**src/rtl/uart_tx_scheduler.sv**
```systemverilog
// UART transmit scheduler: TX holding FIFO, one-at-a-time issue to the transmitter,
// per-character line configuration snapshot and THRE/TEMT/overrun status.
module uart_tx_scheduler #(
   parameter int DEPTH = 16,
   parameter int AW    = 4
) (
   input  logic          clk,
   input  logic          rst_n,
   input  logic          wr_en,
   input  logic [8:0]    wr_data,
   input  logic          fifo_en,
   input  logic          fifo_rst,
   input  logic          clr_overrun,
   input  logic [1:0]    lcr_word_length,
   input  logic          lcr_parity_en,
   input  logic          lcr_stop_bits,
   input  logic          lcr_set_break,
   input  logic [15:0]   dll_baud_cnt,
   input  logic          busy_flag,
   input  logic          po_flag,
   output logic          pi_flag,
   output logic [8:0]    pi_tx_data,
   output logic [1:0]    word_length,
   output logic          parity_en,
   output logic          stop_bits,
   output logic [15:0]   baud_rate_cnt,
   output logic          set_break,
   output logic [AW:0]   fifo_count,
   output logic          thre,
   output logic          temt,
   output logic          overrun
);

   // state     | meaning
   // IDLE      | nothing in flight, waiting for an eligible character
   // ISSUE     | pi_flag cycle, character and config just handed over
   // WAIT_DONE | transmitter shifting, waiting for po_flag
   typedef enum logic [1:0] {IDLE, ISSUE, WAIT_DONE} state_t;

   localparam logic [AW:0] FULL_CNT = DEPTH[AW:0];

   state_t        state;
   state_t        state_nxt;
   logic [8:0]    mem [DEPTH];
   logic [AW-1:0] wr_ptr;
   logic [AW-1:0] rd_ptr;
   logic          full;
   logic          eligible;
   logic          launch;
   logic          push;

   // With the FIFO disabled any stored entry makes it full, including leftovers
   // from FIFO mode, so the count can never grow past what is already queued.
   assign full     = fifo_en ? (fifo_count == FULL_CNT) : (fifo_count != '0);
   assign eligible = (fifo_count != '0) && (dll_baud_cnt != 16'd0) && !set_break && !fifo_rst;
   assign launch   = (state_nxt == ISSUE);
   assign push     = wr_en && (!full || launch) && !fifo_rst;

   always_ff @(posedge clk or negedge rst_n) begin
      if (!rst_n) state <= IDLE;
      else        state <= state_nxt;
   end

   always_comb begin
      state_nxt = state;
      case (state)
         IDLE:      if (eligible) state_nxt = ISSUE;
         ISSUE:     state_nxt = WAIT_DONE;
         WAIT_DONE: if (po_flag) state_nxt = eligible ? ISSUE : IDLE;
         default:   state_nxt = IDLE;
      endcase
   end

   always_comb begin
      pi_flag = (state == ISSUE);
      thre    = (fifo_count == '0);
      temt    = thre & (state == IDLE) & ~busy_flag;
   end

   always_ff @(posedge clk) begin
      if (push) mem[wr_ptr] <= wr_data;
   end

   always_ff @(posedge clk or negedge rst_n) begin
      if (!rst_n) begin
         wr_ptr     <= '0;
         rd_ptr     <= '0;
         fifo_count <= '0;
      end else if (fifo_rst) begin
         wr_ptr     <= '0;
         rd_ptr     <= '0;
         fifo_count <= '0;
      end else begin
         if (push)   wr_ptr <= wr_ptr + 1'b1;
         if (launch) rd_ptr <= rd_ptr + 1'b1;
         if (push && !launch)      fifo_count <= fifo_count + 1'b1;
         else if (!push && launch) fifo_count <= fifo_count - 1'b1;
      end
   end

   always_ff @(posedge clk or negedge rst_n) begin
      if (!rst_n)                          overrun <= 1'b0;
      else if (wr_en && full && !launch)   overrun <= 1'b1;
      else if (clr_overrun)                overrun <= 1'b0;
   end

   // Config is snapshotted only on the edge entering ISSUE so a frame is never
   // disturbed by register writes made while it is on the line.
   always_ff @(posedge clk or negedge rst_n) begin
      if (!rst_n) begin
         pi_tx_data    <= '0;
         word_length   <= '0;
         parity_en     <= 1'b0;
         stop_bits     <= 1'b0;
         baud_rate_cnt <= '0;
         set_break     <= 1'b0;
      end else begin
         set_break <= lcr_set_break;
         if (launch) begin
            pi_tx_data    <= mem[rd_ptr];
            word_length   <= lcr_word_length;
            parity_en     <= lcr_parity_en;
            stop_bits     <= lcr_stop_bits;
            baud_rate_cnt <= dll_baud_cnt;
         end
      end
   end

endmodule
```
**config.mk**
```make
export PLATFORM = sky130hd
export DESIGN_NAME = uart_tx_scheduler
export DESIGN_NICKNAME = d
export VERILOG_FILES = /design/src/rtl/uart_tx_scheduler.sv
export SDC_FILE = /design/constraint.sdc
export NUM_CORES = 1
export LEC_CHECK = 0
export BUFFER_PORTS_ARGS = -buffer_cell sky130_fd_sc_hd__buf_2
export CELL_PAD_IN_SITES_DETAIL_PLACEMENT = 0
export CELL_PAD_IN_SITES_GLOBAL_PLACEMENT = 1
export CORE_UTILIZATION = 45
export CTS_CLUSTER_DIAMETER = 60
export DETAILED_ROUTE_END_ITERATION = 8
export PLACE_DENSITY_LB_ADDON = 0.1
export SLEW_MARGIN = 30
export SYNTH_ARGS = -nofsm -noshare
export SYNTH_HDL_FRONTEND = slang
export SYNTH_SLANG_ARGS = --single-unit
```
**constraint.sdc**
```tcl
create_clock -name clk -period 3.6 [get_ports clk]
set_input_delay 0.18 -clock clk [delete_from_list [all_inputs] [get_ports clk]]
set_output_delay 0.18 -clock clk [all_outputs]
set_load 0.05 [all_outputs]
```
==> results.py <==
metrics = {
    "run_status": {
        "status": "complete, no violations",
    },
    "timing": {
        "rsz0062_at_grt": "false",
        "finalSetupViolations": 0,
        "final-max-slew-violation-count": 0,
        "setup_tns_ns": 0,
        "period_minus_slack_ns": 3.19,
        "fmax_ghz": 0.313,
        "tightest_slew_ns": 0.813,
        "slew_headroom_pct": 45.8,
        "hold_viol": 0,
        "period_share_pct": 88.7,
        "setup_ws_ns": 0.405,
        "finClkSkew_ns": 0.00888,
    },
    "global_routing": {
        "grt_use_met1_pct": 27.7,
        "met3_usage_pct": 4.19,
        "grt_pass1_vias": 4030,
        "grt_use_total_pct": 19.4,
        "top_usage_layer": "met2",
        "grt_overflow": 0,
        "grt_pass1_wl_mm": 24.6,
        "grt_util_met2_pct": 30.6,
        "grt_max_degree": 47,
        "antenna_found_initial": 0,
    },
    "yosys": {
        "yosysSeqAreaShare_pct": 71.8,
        "yosysUniqueCellTypes": 39,
        "synth_ff_type": "edfxtp_1",
        "synth-edff-count": 144,
        "syn_inst": 391,
        "synth_seq_cells": 190,
        "synth.avg_cell_area_sq_um": 19.5,
        "synth_area_sq_um": 7630,
        "syn-num-nets": 439,
        "synthArstFlopShare_pct": 24.2,
        "yosys_warnings": 0,
    },
    "drt": {
        "wire_per_inst_microns": 21.2,
        "route.detailed.drc": 0,
        "ant_nets": 0,
        "drt-pass1-iter-count": 6,
        "drt_iter0_drc": 277,
        "vias": 3987,
        "wirelength_mm": 15.8,
        "viasPerCell": 5.35,
    },
    "cells_and_area": {
        "diodes": 0,
        "final_cell_mix": "144 x edfxtp_1, 76 x buf_2, 45 x mux4_2, 45 x dfrtp_1, 30 x mux2_2",
        "syn2layout_area_growth_pct": 20.2,
        "final_cell_area_sq_um": 9170,
        "layout_commonest_cell": "edfxtp_1",
        "final-seq-area_sq_um": 5480,
        "fillCellCount": 1352,
        "drive_gt1_share_pct": 39.4,
        "nets": 561,
        "multi_input_area_sq_um": 2040,
    },
    "floorplanning": {
        "die_x_microns": 132,
        "initial_utilization_pct": 46.0,
        "io_pins": 77,
        "core.rowCount": 47,
        "core_area_sq_um": 16600,
        "die_y_microns": 132,
        "die-area_sq_um": 17500,
    },
    "clock_network": {
        "root_buffer": "clkbuf_16",
        "cts_made_buffers": 17,
        "clk_pin_slew_worst_paths_ns": 0.06,
        "cts_max_level": 4,
        "cts.repair.resized": 0,
        "hold_buffers": 17,
        "insertion_delay_ns": 0.42,
        "clock_sinks": 190,
        "post_cts_buffers": 0,
        "cts_buffer_depth": 2,
        "cts_tree": "yes",
    },
    "worst_hold_path": {
        "holdPathStages": 2,
        "worstHoldStart": "dll_baud_cnt[6]",
        "hold_path.class": "in2reg",
        "hold_end": "baud_rate_cnt[6]",
    },
    "run": {
        "max_cap_violations": 0,
    },
    "placement": {
        "dpl_cell_area_sq_um": 8410,
        "io_buffers": 76,
        "place_congestion": 0.755,
        "post-place-ws_ns": 0.454,
        "hpwl_mm": 10.1,
    },
    "setup_path": {
        "critPathMaxFanout": 5,
        "r2r_slack_ns": 0.42,
        "critPathRequiredTime_ns": 3.91,
        "r2r-end": "fifo_count[4]",
        "critical_path_class": "in2reg",
        "cp.arrival_ns": 3.50,
        "r2r_start": "fifo_count[1]",
        "cp-end-kind": "flop",
        "r2r_cells": 9,
        "worstSetupStartpointType": "input pin",
    },
    "power_and_ir_drop": {
        "peakVddDrop_mv": 0.609,
        "p_per_area_nw_per_um2": 718,
        "p_leak_nw": 3.31,
    },
}
-- cells in the mapped netlist, types with 4 or more instances --
cell / n / share of area [%]
nand2_1: 4 / 0.20
buf_1: 5 / 0.25
nor4_1: 4 / 0.33
mux4_2: 45 / 13
mux2_2: 30 / 4.4
inv_1: 8 / 0.39
clkbuf_1: 4 / 0.20
dfrtp_1: 46 / 15
nand3_1: 13 / 0.85
nor2_1: 19 / 0.93
ha_1: 9 / 1.5
edfxtp_1: 144 / 57
buf_4: 4 / 0.39
nor3_1: 6 / 0.39
a21oi_1: 8 / 0.52
-- critical path, cell delays in order --
cell and delay (ns):
dlygate4sd3_1 0.53, buf_2 0.13, nor4_1 0.52, nand4_1 0.35
nand2_1 0.16, nand3_1 0.23, fa_1 0.48, a21o_1 0.19
a21oi_1 0.17, mux2i_1 0.21, mux2_2 0.34
-- sequential cells by signal, summed over array words and instances, names as in the netlist --
register and count:
baud_rate_cnt 16, fifo_count 5, mem 144, overrun 1
parity_en 1, pi_tx_data 9, rd_ptr 4, set_break 1
state 2, stop_bits 1, word_length 2, wr_ptr 4
-- through the flow --
step	util, %	power, mW	hold slack, ns	std cells
2_1_floorplan	-	4.31	-0.116	391
3_3_place_gp	50.7	4.75	0.288	696
3_5_place_dp	50.7	4.77	0.290	696
4_1_cts	55.2	6.64	0.00260	744
5_1_grt	55.3	6.85	0.00147	745
6_report	55.3	6.59	0.0166	745
-- kinds of logic (layout without fill, tap and decap cells) --
kind of cell             after synthesis  count (layout)  synth area share [%]
AO/OA/AOI/OAI                         24              24                  2.03
XOR/XNOR                               5               5                 0.574
adder cells (fa/ha/maj)               10              10                  1.74
buffers and inverters                 24             158                  1.59
flip-flops                           190             190                  71.8
multiplexers                          78              78                  18.3
AND/OR/NAND/NOR                       60              60                  4.02
-- worst max path at each step --
| stage | startpoint | endpoint | slack (ns) | depth (start not counted) |
|---|---|---|---|---|
| floorplan | fifo_count[1] | fifo_count[4] | 0.12 | 10 |
| global placement | fifo_count[1] | fifo_count[4] | 0.50 | 9 |
| detailed placement | fifo_count[1] | fifo_count[4] | 0.45 | 9 |
| CTS | fifo_count[1] | fifo_count[4] | 0.43 | 9 |
| global route | fifo_count[1] | fifo_count[4] | 0.23 | 9 |
| finish | dll_baud_cnt[1] | fifo_count[4] | 0.41 | 11 |
-- final cells by class --
cell class | instances | share of cell area, %
Clock inverter | 11 | 1.54
Multi-Input combinational cell | 177 | 22.2
Sequential cell | 190 | 59.7
Tap cell | 220 | 3.00
Inverter | 8 | 0.327
Timing Repair Buffer | 119 | 8.43
Clock buffer | 20 | 4.76
-- report_power, final --
part / internal [mW] / switching [mW] / leakage (nW)
clock network: 1.09 / 0.776 / 0.279
registers: 2.60 / 0.161 / 1.87
logic: 0.695 / 1.27 / 1.17
total: 4.38 / 2.20 / 3.31
-- per-layer routing --
| layer | wire (microns) | share of wire [%] | vias to the layer above |
|---|---|---|---|
| li1 | - | - | 1814 |
| met1 | 7410 | 47 | 2094 |
| met2 | 7760 | 49 | 74 |
| met3 | 546 | 3.5 | 5 |
| met4 | 100 | 0.63 | 0 |
| met5 | 0 | 0 | - |
(Power assumes the default switching activity.)
